==> src/rtl/dmem_arbiter.sv <==
// -----------------------------------------------------------------------------
// dmem_arbiter
//
// Two-port arbiter in front of a single-ported data RAM. Each requester
// raises a level request with its command, and the arbiter serialises the
// requests onto the RAM. A transaction always takes three states:
// IDLE (grant), ACCESS (one RAM cycle), DONE (one-cycle completion pulse).
//
// Handshake (req/done): a requester raises pN_req with pN_we/pN_addr/pN_wdata
// and holds all four stable until it sees pN_done high for one cycle. In the
// cycle after done it either drops req or presents its next request. The
// command is latched on the grant edge; later changes to the command are
// ignored until the next grant. pN_err and pN_rdata are only meaningful
// while pN_done is high and are 0 otherwise.
//
// Ports
//   clk_in               system clock, rising edge
//   reset                asynchronous, active-low reset
//   pN_req/we/addr/wdata requester N command (N = 0, 1)
//   pN_done/err/rdata    requester N completion pulse, misalignment flag, data
//   ram_rena/ram_wena    RAM read / write enables (ACCESS state only)
//   ram_addr/ram_wdata   RAM address / write data (ACCESS state only, else 0)
//   ram_rdata            RAM combinational read data
//   busy                 high whenever a transaction is in flight
//   owner                port that holds / last held the grant
//   state_dbg            current FSM state, for debug and checkers
//
// Parameters
//   ADDR_W     byte-address width
//   DATA_W     data width
//   FIXED_PRI  0 = round-robin between the ports, 1 = port 0 wins contention
// -----------------------------------------------------------------------------
module dmem_arbiter #(
   parameter int unsigned ADDR_W    = 32,
   parameter int unsigned DATA_W    = 32,
   parameter int unsigned FIXED_PRI = 0
) (
   input  logic              clk_in,
   input  logic              reset,

   input  logic              p0_req,
   input  logic              p0_we,
   input  logic [ADDR_W-1:0] p0_addr,
   input  logic [DATA_W-1:0] p0_wdata,
   output logic              p0_done,
   output logic              p0_err,
   output logic [DATA_W-1:0] p0_rdata,

   input  logic              p1_req,
   input  logic              p1_we,
   input  logic [ADDR_W-1:0] p1_addr,
   input  logic [DATA_W-1:0] p1_wdata,
   output logic              p1_done,
   output logic              p1_err,
   output logic [DATA_W-1:0] p1_rdata,

   output logic              ram_rena,
   output logic              ram_wena,
   output logic [ADDR_W-1:0] ram_addr,
   output logic [DATA_W-1:0] ram_wdata,
   input  logic [DATA_W-1:0] ram_rdata,

   output logic              busy,
   output logic              owner,
   output logic [1:0]        state_dbg
);

   // IDLE is encoded as 0 so that every output, including state_dbg,
   // reads 0 while reset is held.
   typedef enum logic [1:0] {
      ST_IDLE   = 2'd0,
      ST_ACCESS = 2'd1,
      ST_DONE   = 2'd2
   } state_t;

   state_t              state;
   state_t              state_next;

   // Priority pointer: the port that wins when both request together.
   logic                ptr;

   logic                grant_valid;
   logic                grant_port;

   // Command latched on the grant edge.
   logic                lat_we;
   logic [ADDR_W-1:0]   lat_addr;
   logic [DATA_W-1:0]   lat_wdata;

   // Read data captured at the end of ACCESS, presented during DONE.
   logic [DATA_W-1:0]   cap_rdata;

   logic                misaligned;

   // Only word-aligned accesses reach the RAM.
   assign misaligned = (lat_addr[1:0] != 2'b00);

   assign busy      = (state != ST_IDLE);
   assign state_dbg = state;

   // --------------------------------------------------------------------------
   // Requester selection. Contention is resolved by the pointer; a lone
   // request always wins regardless of where the pointer points.
   // --------------------------------------------------------------------------
   always_comb begin
      grant_port = 1'b0;
      if (p0_req && p1_req) begin
         grant_port = ptr;
      end else if (p1_req) begin
         grant_port = 1'b1;
      end
   end

   // --------------------------------------------------------------------------
   // FSM state register
   // --------------------------------------------------------------------------
   always_ff @(posedge clk_in or negedge reset) begin
      if (!reset) begin
         state <= ST_IDLE;
      end else begin
         state <= state_next;
      end
   end

   // --------------------------------------------------------------------------
   // FSM next state and outputs
   // --------------------------------------------------------------------------
   always_comb begin
      state_next  = state;
      grant_valid = 1'b0;

      ram_rena    = 1'b0;
      ram_wena    = 1'b0;
      ram_addr    = '0;
      ram_wdata   = '0;

      p0_done     = 1'b0;
      p0_err      = 1'b0;
      p0_rdata    = '0;
      p1_done     = 1'b0;
      p1_err      = 1'b0;
      p1_rdata    = '0;

      case (state)
         ST_IDLE: begin
            if (p0_req || p1_req) begin
               grant_valid = 1'b1;
               state_next  = ST_ACCESS;
            end
         end

         ST_ACCESS: begin
            // Address and data follow the latched command for the whole
            // cycle; the enables are suppressed for a misaligned address so
            // the RAM never sees the access.
            ram_addr   = lat_addr;
            ram_wdata  = lat_wdata;
            ram_wena   = lat_we && !misaligned;
            ram_rena   = !lat_we && !misaligned;
            state_next = ST_DONE;
         end

         ST_DONE: begin
            // Requests are not looked at here; a held request is picked up
            // in the following IDLE cycle.
            if (owner) begin
               p1_done  = 1'b1;
               p1_err   = misaligned;
               p1_rdata = cap_rdata;
            end else begin
               p0_done  = 1'b1;
               p0_err   = misaligned;
               p0_rdata = cap_rdata;
            end
            state_next = ST_IDLE;
         end

         default: begin
            state_next = ST_IDLE;
         end
      endcase
   end

   // --------------------------------------------------------------------------
   // Grant bookkeeping, command latch and read-data capture
   // --------------------------------------------------------------------------
   always_ff @(posedge clk_in or negedge reset) begin
      if (!reset) begin
         ptr       <= 1'b0;
         owner     <= 1'b0;
         lat_we    <= 1'b0;
         lat_addr  <= '0;
         lat_wdata <= '0;
         cap_rdata <= '0;
      end else begin
         if (grant_valid) begin
            owner     <= grant_port;
            lat_we    <= grant_port ? p1_we    : p0_we;
            lat_addr  <= grant_port ? p1_addr  : p0_addr;
            lat_wdata <= grant_port ? p1_wdata : p0_wdata;
            // Round-robin hands the next contention to the port that did
            // not get this grant, which bounds any wait to one transaction.
            if (FIXED_PRI != 0) begin
               ptr <= 1'b0;
            end else begin
               ptr <= ~grant_port;
            end
         end

         if (state == ST_ACCESS) begin
            // Writes and rejected accesses return zero data.
            if (!lat_we && !misaligned) begin
               cap_rdata <= ram_rdata;
            end else begin
               cap_rdata <= '0;
            end
         end
      end
   end

endmodule

==> config.mk <==
export PLATFORM = sky130hd
export DESIGN_NAME = dmem_arbiter
export DESIGN_NICKNAME = d
export VERILOG_FILES = /design/src/rtl/dmem_arbiter.sv
export SDC_FILE = /design/constraint.sdc
export NUM_CORES = 1
export LEC_CHECK = 0
export CAP_MARGIN = 20
export CORE_ASPECT_RATIO = 1.4
export CORE_MARGIN = 4
export CORE_UTILIZATION = 42
export DETAILED_ROUTE_END_ITERATION = 10
export PLACE_DENSITY = 0.95
export SETUP_SLACK_MARGIN = 0.05
export SKIP_CTS_REPAIR_TIMING = 1
export SYNTH_ARGS = -nofsm -noshare
export SYNTH_HDL_FRONTEND = slang
export SYNTH_SLANG_ARGS = --single-unit
==> constraint.sdc <==
create_clock -name clk_in -period 3.1 [get_ports clk_in]
set_clock_uncertainty 0.05 [all_clocks]
set_input_delay 0.775 -clock clk_in [delete_from_list [all_inputs] [get_ports clk_in]]
set_output_delay 0.775 -clock clk_in [all_outputs]
set_load 0.1 [all_outputs]
# --- Word level (Yosys, flattened, before mapping) ---
# Cells that the tools add are included.
op_classes:
  n_eq_ne: 3
  n_mux: 26
  bitwise_logic: 1
  n_reduce_logical: 9
op_table:
  columns: ["operator", "n"]
  rows:
  - ["32-bit two-way mux", 9]
  - ["1-bit two-way mux", 15]
  - ["2-bit one-hot mux with 2 select lines", 1]
  - ["2-bit nonzero test", 2]
  - ["1-bit logical AND", 3]
  - ["2-bit by 1-bit equality test with 1-bit output, second input constant", 1]
  - ["2-bit equality test, second input constant", 1]
  - ["1-bit zero test", 2]
  - ["2-bit zero test", 1]
  - ["2-bit two-way mux", 1]
  - ["2-bit != test, second input constant", 1]
  - ["1-bit logical OR", 1]
  - ["1-bit NOT", 1]
word_totals:
  reg_bits: 101
  in_bits: 166
  output_inout_bits: 138
  word_cells: 46

# --- Longest topological paths before layout ---
depth:
  depth_word: 4
  ltp_mapped: 6
  mapped_depth_nobuf: 4

# --- Worst setup path after synthesis ---
# OpenSTA, ideal clock, no wires.
synth_timing:
  path_kind: "register -> output"
  startpoint: "register state[1] (netlist: state_dbg[1])"
  endpoint: "output p1_rdata[22]"
  arrival_time_ns: 3.244
  required_ns: 2.275
  path_slack_ns: -0.969
  stages_incl_launch_ff: 5
  n_path_buf: 2
  cell_sequence: "dfrtp_1 > and3b_1 > clkbuf_1 > clkbuf_1 > and2_1"
synth_between:
  elab_chain_cells: 2
synth_lines:
  columns: ["element", "line", "source"]
  rows:
  - ["start: declaration", "76", "state_t state;"]
  - ["start signal: assignment", "121", "state <= state_next;"]
  - ["2-bit equality test", "144", "case (state)"]
  - ["32-bit two-way mux", "144", null]
  - ["end: declaration", "55", "output logic [DATA_W-1:0] p1_rdata,"]
# No other way between the ends.

# --- Worst setup path in the final report ---
layout_timing:
  startpoint: "register state[1] (netlist: state_dbg[1])"
  endpoint: "output ram_wena"
layout_between:
  elab_chain_cells: 2
layout_lines:
  columns: ["element", "line", "source"]
  rows:
  - ["2-bit by 1-bit equality test with 1-bit output", "144", null]
  - ["1-bit two-way mux", "144", null]
  - ["end: declaration", "58", "output logic ram_wena,"]
# No other way between the ends.

==> impl_metrics.toml <==
[outcome]
status = "completed"

[drt]
num_vias = 6224
drt-wirelength-per-cell_um = 23.0
totalWireLength_um = 23700
drc = 0
drt_iter0_markers = 396
final_antenna_net_count = 0
first_pass_iters = 5
vias_per_cell = 6.02

[timing]
hold_ws_ns = 0.376
rsz0062_at_grt = "no"
fmax_mhz = 353
setup_violations = 0
drv_slew = 0
period_needed_ns = 2.83
slew_headroom = 0.503
final.period_utilization = 0.913
setup_tns_ns = 0
hold_viol_final = 0
worst_pin_slew_ns = 0.746

[logic_synthesis]
synthesis.nets = 779
ys.flop_type = "dfrtp_1"
ys_top_cells_by_area = "dfrtp_1 (46%), and2_1 (15%), a31oi_1 (7.5%)"
yosysMostFrequentCell = "and2_1"
synth.top_cells.by_count = "and2_1 (128), dfrtp_1 (101), nand3_1 (66), o21ai_0 (66)"
syn_inst = 613
avgSynthCellArea_um2 = 8.88
async_reset_ff_frac = 1.00
synth_warnings = 0
synth_top_area_cell = "dfrtp_1"
seq_area_frac_synth = 0.464
ys_seq_elements = 101
ys_types = 25
syn-cell-area_mm2 = 0.00545
synth_edf_count = 0
synth_top_area_share = 0.464

[worst_hold_path]
min_path_type = "primary input to async pin"

[global_routing]
grt_pass1_wl_um = 35800
grtUsageTotal = 0.307
antenna_found_initial = 1
grt_max_degree = 67
grt_overflow_total = 0
grt_pass1_vias = 6460

[layout]
fillCellCount = 684
area_growth_pct = 89.8
drive_gt1_frac = 0.324
fin_cells = 1034
nNetsFinal = 1042

[floorplan]
core_mm2 = 0.0128
die_w_um = 104
start_util = 0.427
die_area_mm2 = 0.0149
placement_rows = 49
die_h_um = 143
ios = 304

[cts]
cts.path.max_buffers = 2
tritoncts = "built"
root_buffer = "clkbuf_16"
clk_latency_ns = 0.33
numCtsBuffers = 9
clock_sinks = 101
htreeDepth = 3
clk_pin_slew_ns = 0.07

[placed_design]
dpl.cell_count = 1018
place.gp.congestion = 0.907
dpl.hpwl_um = 18000
io_buffers = 303

[power_and_ir_drop]
combPwrFrac = 0.685
power_frac_seq = 0.210
power_density_mw_per_mm2 = 1060
swShare = 0.532
vdd_drop_max_mv = 0.698
p_clk_frac = 0.105
p_leak_nw = 4.24
power.switching_w = 0.00583
p_int_w = 0.00513

[setup_path]
slowest_stage = "dfrtp_2"
cp_cell_sequence = "nand2b_1 > inv_2 > buf_12 > and3_2 > buf_12"
path_buf_inv = 3
cpMostUsedCell = "buf_12"
critPathLaunchType = "flip-flop"
path_delay_family = "buffers and inverters"
critPathRequiredTime_ns = 2.27
path_class = "flip-flop to primary output"
cp-end-kind = "primary output"
cp.arrival_ns = 2.01
cpPeakStageDelay_ns = 0.45
crit_fanout = 34

[job]
cap_violations = 0
## layout by cell type, fill, tap and decap left out, drive strengths merged
cell	Yosys	routed
diode	0	1
nand2	1	1
nor3b	1	1
or2	1	1
dfrtp	101	101
nor2	4	4
a22o	32	32
o21ai	66	66
a31oi	65	65
buf	29	160
a21oi	65	65
nand3	66	66
and3b	1	1
clkbuf	42	12
o21a	1	1
inv	3	3
nor2b	3	3
nor4	1	1
bufinv	0	1
and3	1	1
clkdlybuf4s50	0	163
and2	128	128
nand2b	2	2
clkinvlp	0	2
## logic make-up (layout without fill, tap and decap cells)
family,after synthesis,after routing,share of synthesized area
flops,101,101,0.464
buf+inv,74,341,0.0604
other cells,0,1,0
simple gates,209,209,0.227
compound gates,229,229,0.248
## stage by stage
step	cell area [um^2]	power [W]	setup slack (ns)	util
floorplan	5580	0.00695	0.0589	-
global placement	10000	0.00957	0.701	0.786
detailed placement	10000	0.00981	0.647	0.786
CTS	10300	0.0110	0.267	0.810
global route	10300	0.0113	0.180	0.810
finish	10300	0.0110	0.270	0.810
## layout make-up
cell class	count	area (um^2)	area share
sequential	101	2530	0.245
multi-input combinational	438	2740	0.265
clock buffer	12	256	0.0248
antenna	1	2.50	0.000242
tap	153	191	0.0185
inverter	3	11.3	0.00109
clock inverter	3	45.0	0.00436
timing repair buffer	323	4560	0.441
## worst paths after layout
kind                       depth (start not counted)                         to  slack [ns]                     start
max reg2reg                                        5  cap_rdata[10]$_DFFE_PN0N_        1.14  state_dbg[1]$_DFFE_PN0P_
min                                                1  lat_wdata[11]$_DFFE_PN0P_        0.38                     reset
max in group asynchronous                          2   state_dbg[1]$_DFFE_PN0P_        1.86                     reset
min reg2reg                                        1   cap_rdata[6]$_DFFE_PN0N_        0.48  cap_rdata[6]$_DFFE_PN0N_
max                                                5                   ram_wena        0.27  state_dbg[1]$_DFFE_PN0P_
min in group clk_in                                1   cap_rdata[6]$_DFFE_PN0N_        0.48  cap_rdata[6]$_DFFE_PN0N_
## registers in the layout, summed over array words and instances, names as in the netlist
signal / flops
cap_rdata: 32
lat_addr: 32
lat_wdata: 32
lat_we: 1
owner: 1
ptr: 1
state_dbg: 2
## routing by layer
| metal | vias to the layer above | GRT usage | wire, um |
|---|---|---|---|
| met5 | - | 0 | 0 |
| met4 | 0 | 0.180 | 1450 |
| met3 | 91 | 0.0466 | 1580 |
| met2 | 398 | 0.578 | 12900 |
| met1 | 3020 | 0.325 | 7820 |
| li1 | 2715 | - | - |
## power by group through the flow
stage	clock network (W)	registers, W	logic (W)
2_1_floorplan	0	0.00225	0.00469
3_3_place_gp	0	0.00226	0.00731
3_5_place_dp	0	0.00231	0.00750
4_1_cts	0.00117	0.00229	0.00751
5_1_grt	0.00120	0.00236	0.00777
6_report	0.00115	0.00230	0.00750
Power figures use the tool's default switching activity.
==> patch: new RTL, same settings <==
Register the input `p1_addr` before use. The logic sees it one clock later. The other inputs are not delayed to match.
--- a/src/rtl/dmem_arbiter.sv
+++ b/src/rtl/dmem_arbiter.sv
@@ -73,6 +73,12 @@
       ST_DONE   = 2'd2
    } state_t;
 
+   logic [ADDR_W-1:0] p1_addr_q;
+
+   always_ff @(posedge clk_in) begin
+      p1_addr_q <= p1_addr;
+   end
+
    state_t              state;
    state_t              state_next;
 
@@ -196,7 +202,7 @@
          if (grant_valid) begin
             owner     <= grant_port;
             lat_we    <= grant_port ? p1_we    : p0_we;
-            lat_addr  <= grant_port ? p1_addr  : p0_addr;
+            lat_addr  <= grant_port ? p1_addr_q : p0_addr;
             lat_wdata <= grant_port ? p1_wdata : p0_wdata;
             // Round-robin hands the next contention to the port that did
             // not get this grant, which bounds any wait to one transaction.
Check against the original RTL: not equivalent (Yosys sat finds a counterexample within 4 cycles, from zero or initial values and one cycle with reset low).
==> patch against the unedited design <==
Register-to-register slack got worse by 0.05 ns; via count rose by 5.2%; design area rose by 9.8%; area after synthesis rose by 12%; synthesized cell count rose by 5.2%; final cell count rose by 7.6%; critical path type unchanged; sequential cell count rose by 32; power rose by 13%; core utilization fell by 0.23 points; worst setup slack got worse by 0.034 ns; wire length rose by 8.4%.
==> patch: results <==
set metrics [dict create \
    h-tree-depth 4 \
    layout-drive-gt1-share 0.3247 \
    cp_max_fo 19 \
    synth_flop_cell "dfrtp_1" \
    seq_area_frac_synth 0.5206 \
    place_area_um2 10700 \
    critPathArrivalTime_ns 2.04 \
    antenna_found_initial 4 \
    dp_slack_ns 0.4770 \
    gp_congestion 0.8934 \
    power.leakage_nw 4.662 \
    synth_nets 811 \
    post_drt_wl_per_cell_um 23.12 \
    synth-compound-area-share 0.2218 \
    drt_iter0_drc 549 \
    synth_xor_area_frac 0 \
    final_cells 1113 \
    drv_slew 0 \
    grt_pass1_wl_mm 38.13 \
    ir_drop_v 0.0009456 \
    max_freq_ghz 0.3491 \
    synth.distinct_cells 26 \
    clk_pin_slew_ns 0.06 \
    synth_area_leaders "dfrtp_1 42%, and2_1 13%, dfxtp_1 11%, a31oi_1 6.7%, nand3_1 5.4%" \
    grt_max_degree 67 \
    muxShareOfSynthArea 0 \
    status "complete, no violations" \
    io_buffers 303 \
    hpwl_mm 18.35 \
    cts-buffers-inserted 17 \
    grt_pass1_vias 6794 \
    worst_slew_pin_slew_ns 1.034 \
    synth_common_cells "128 x and2_1, 101 x dfrtp_1, 66 x nand3_1, 66 x o21ai_0" \
    clockRootBuffer "clkbuf_16" \
    synthAdderAreaFrac 0 \
    hold_path.class "primary input to async pin" \
    clock_latency_ns 0.40 \
    ctsLongestPathBuffers 2 \
    hold_slack_ns 0.3570 \
    vias_per_cell 5.883 \
    synthCells 645 \
    drt-pass1-iter-count 5 \
    async_reset_ff_frac 0.7594 \
    reg2reg_slack_ns 1.09 \
    grt_util_all_layers 0.3051 \
    yosys_warnings 0 \
]
-- patch: cell types whose count changed after synthesis, sizes merged --
cell,unedited run,this run
dfxtp,0,32
buf,29,25
clkbuf,42,46
-- patch: routing by layer --
layer,GRT usage,up-vias,share of wire
met1,0.3146,3164,0.31
met5,0,-,0
li1,-,2833,-
met3,0.08966,104,0.095
met2,0.5290,447,0.53
met4,0.1984,0,0.066
-- patch: power breakdown --
group | switching [mW] | internal [mW]
combinational | 5.00 | 2.60
clock | 0.787 | 1.34
sequential | 0.391 | 2.32
-- patch: final cells by class --
class	count	area [µm²]
Multi-Input combinational cell	438	2741
Timing Repair Buffer	318	4544
Sequential cell	133	3171
Fill cell	755	2695
Clock buffer	20	500.5
Inverter	3	11.26
Antenna cell	4	10.01
Tap cell	185	231.5
Clock inverter	12	133.9
-- patch: path summary, 6_finish.rpt --
check | start | end | cells after the start
max in group asynchronous | reset | cap_rdata[27] | 2
min reg2reg | p1_addr_q[13] | lat_addr[13] | 2
min | reset | lat_wdata[18] | 1
min in group clk_in | p1_addr_q[13] | lat_addr[13] | 2
max reg2reg | state_dbg[1] | cap_rdata[1] | 5
max | state_dbg[0] | p1_rdata[27] | 4
-- patch: kinds of logic after synthesis --
kind of cell / Yosys count
compound gates: 229
simple gates: 209
flops: 133
buf+inv: 74
-- patch: worst max-delay path, cell delays in order, from the launching register on --
cell and delay (ns):
dfrtp_1 0.46, and3b_2 0.46, buf_4 0.29, and2_2 0.22, buf_12 0.18
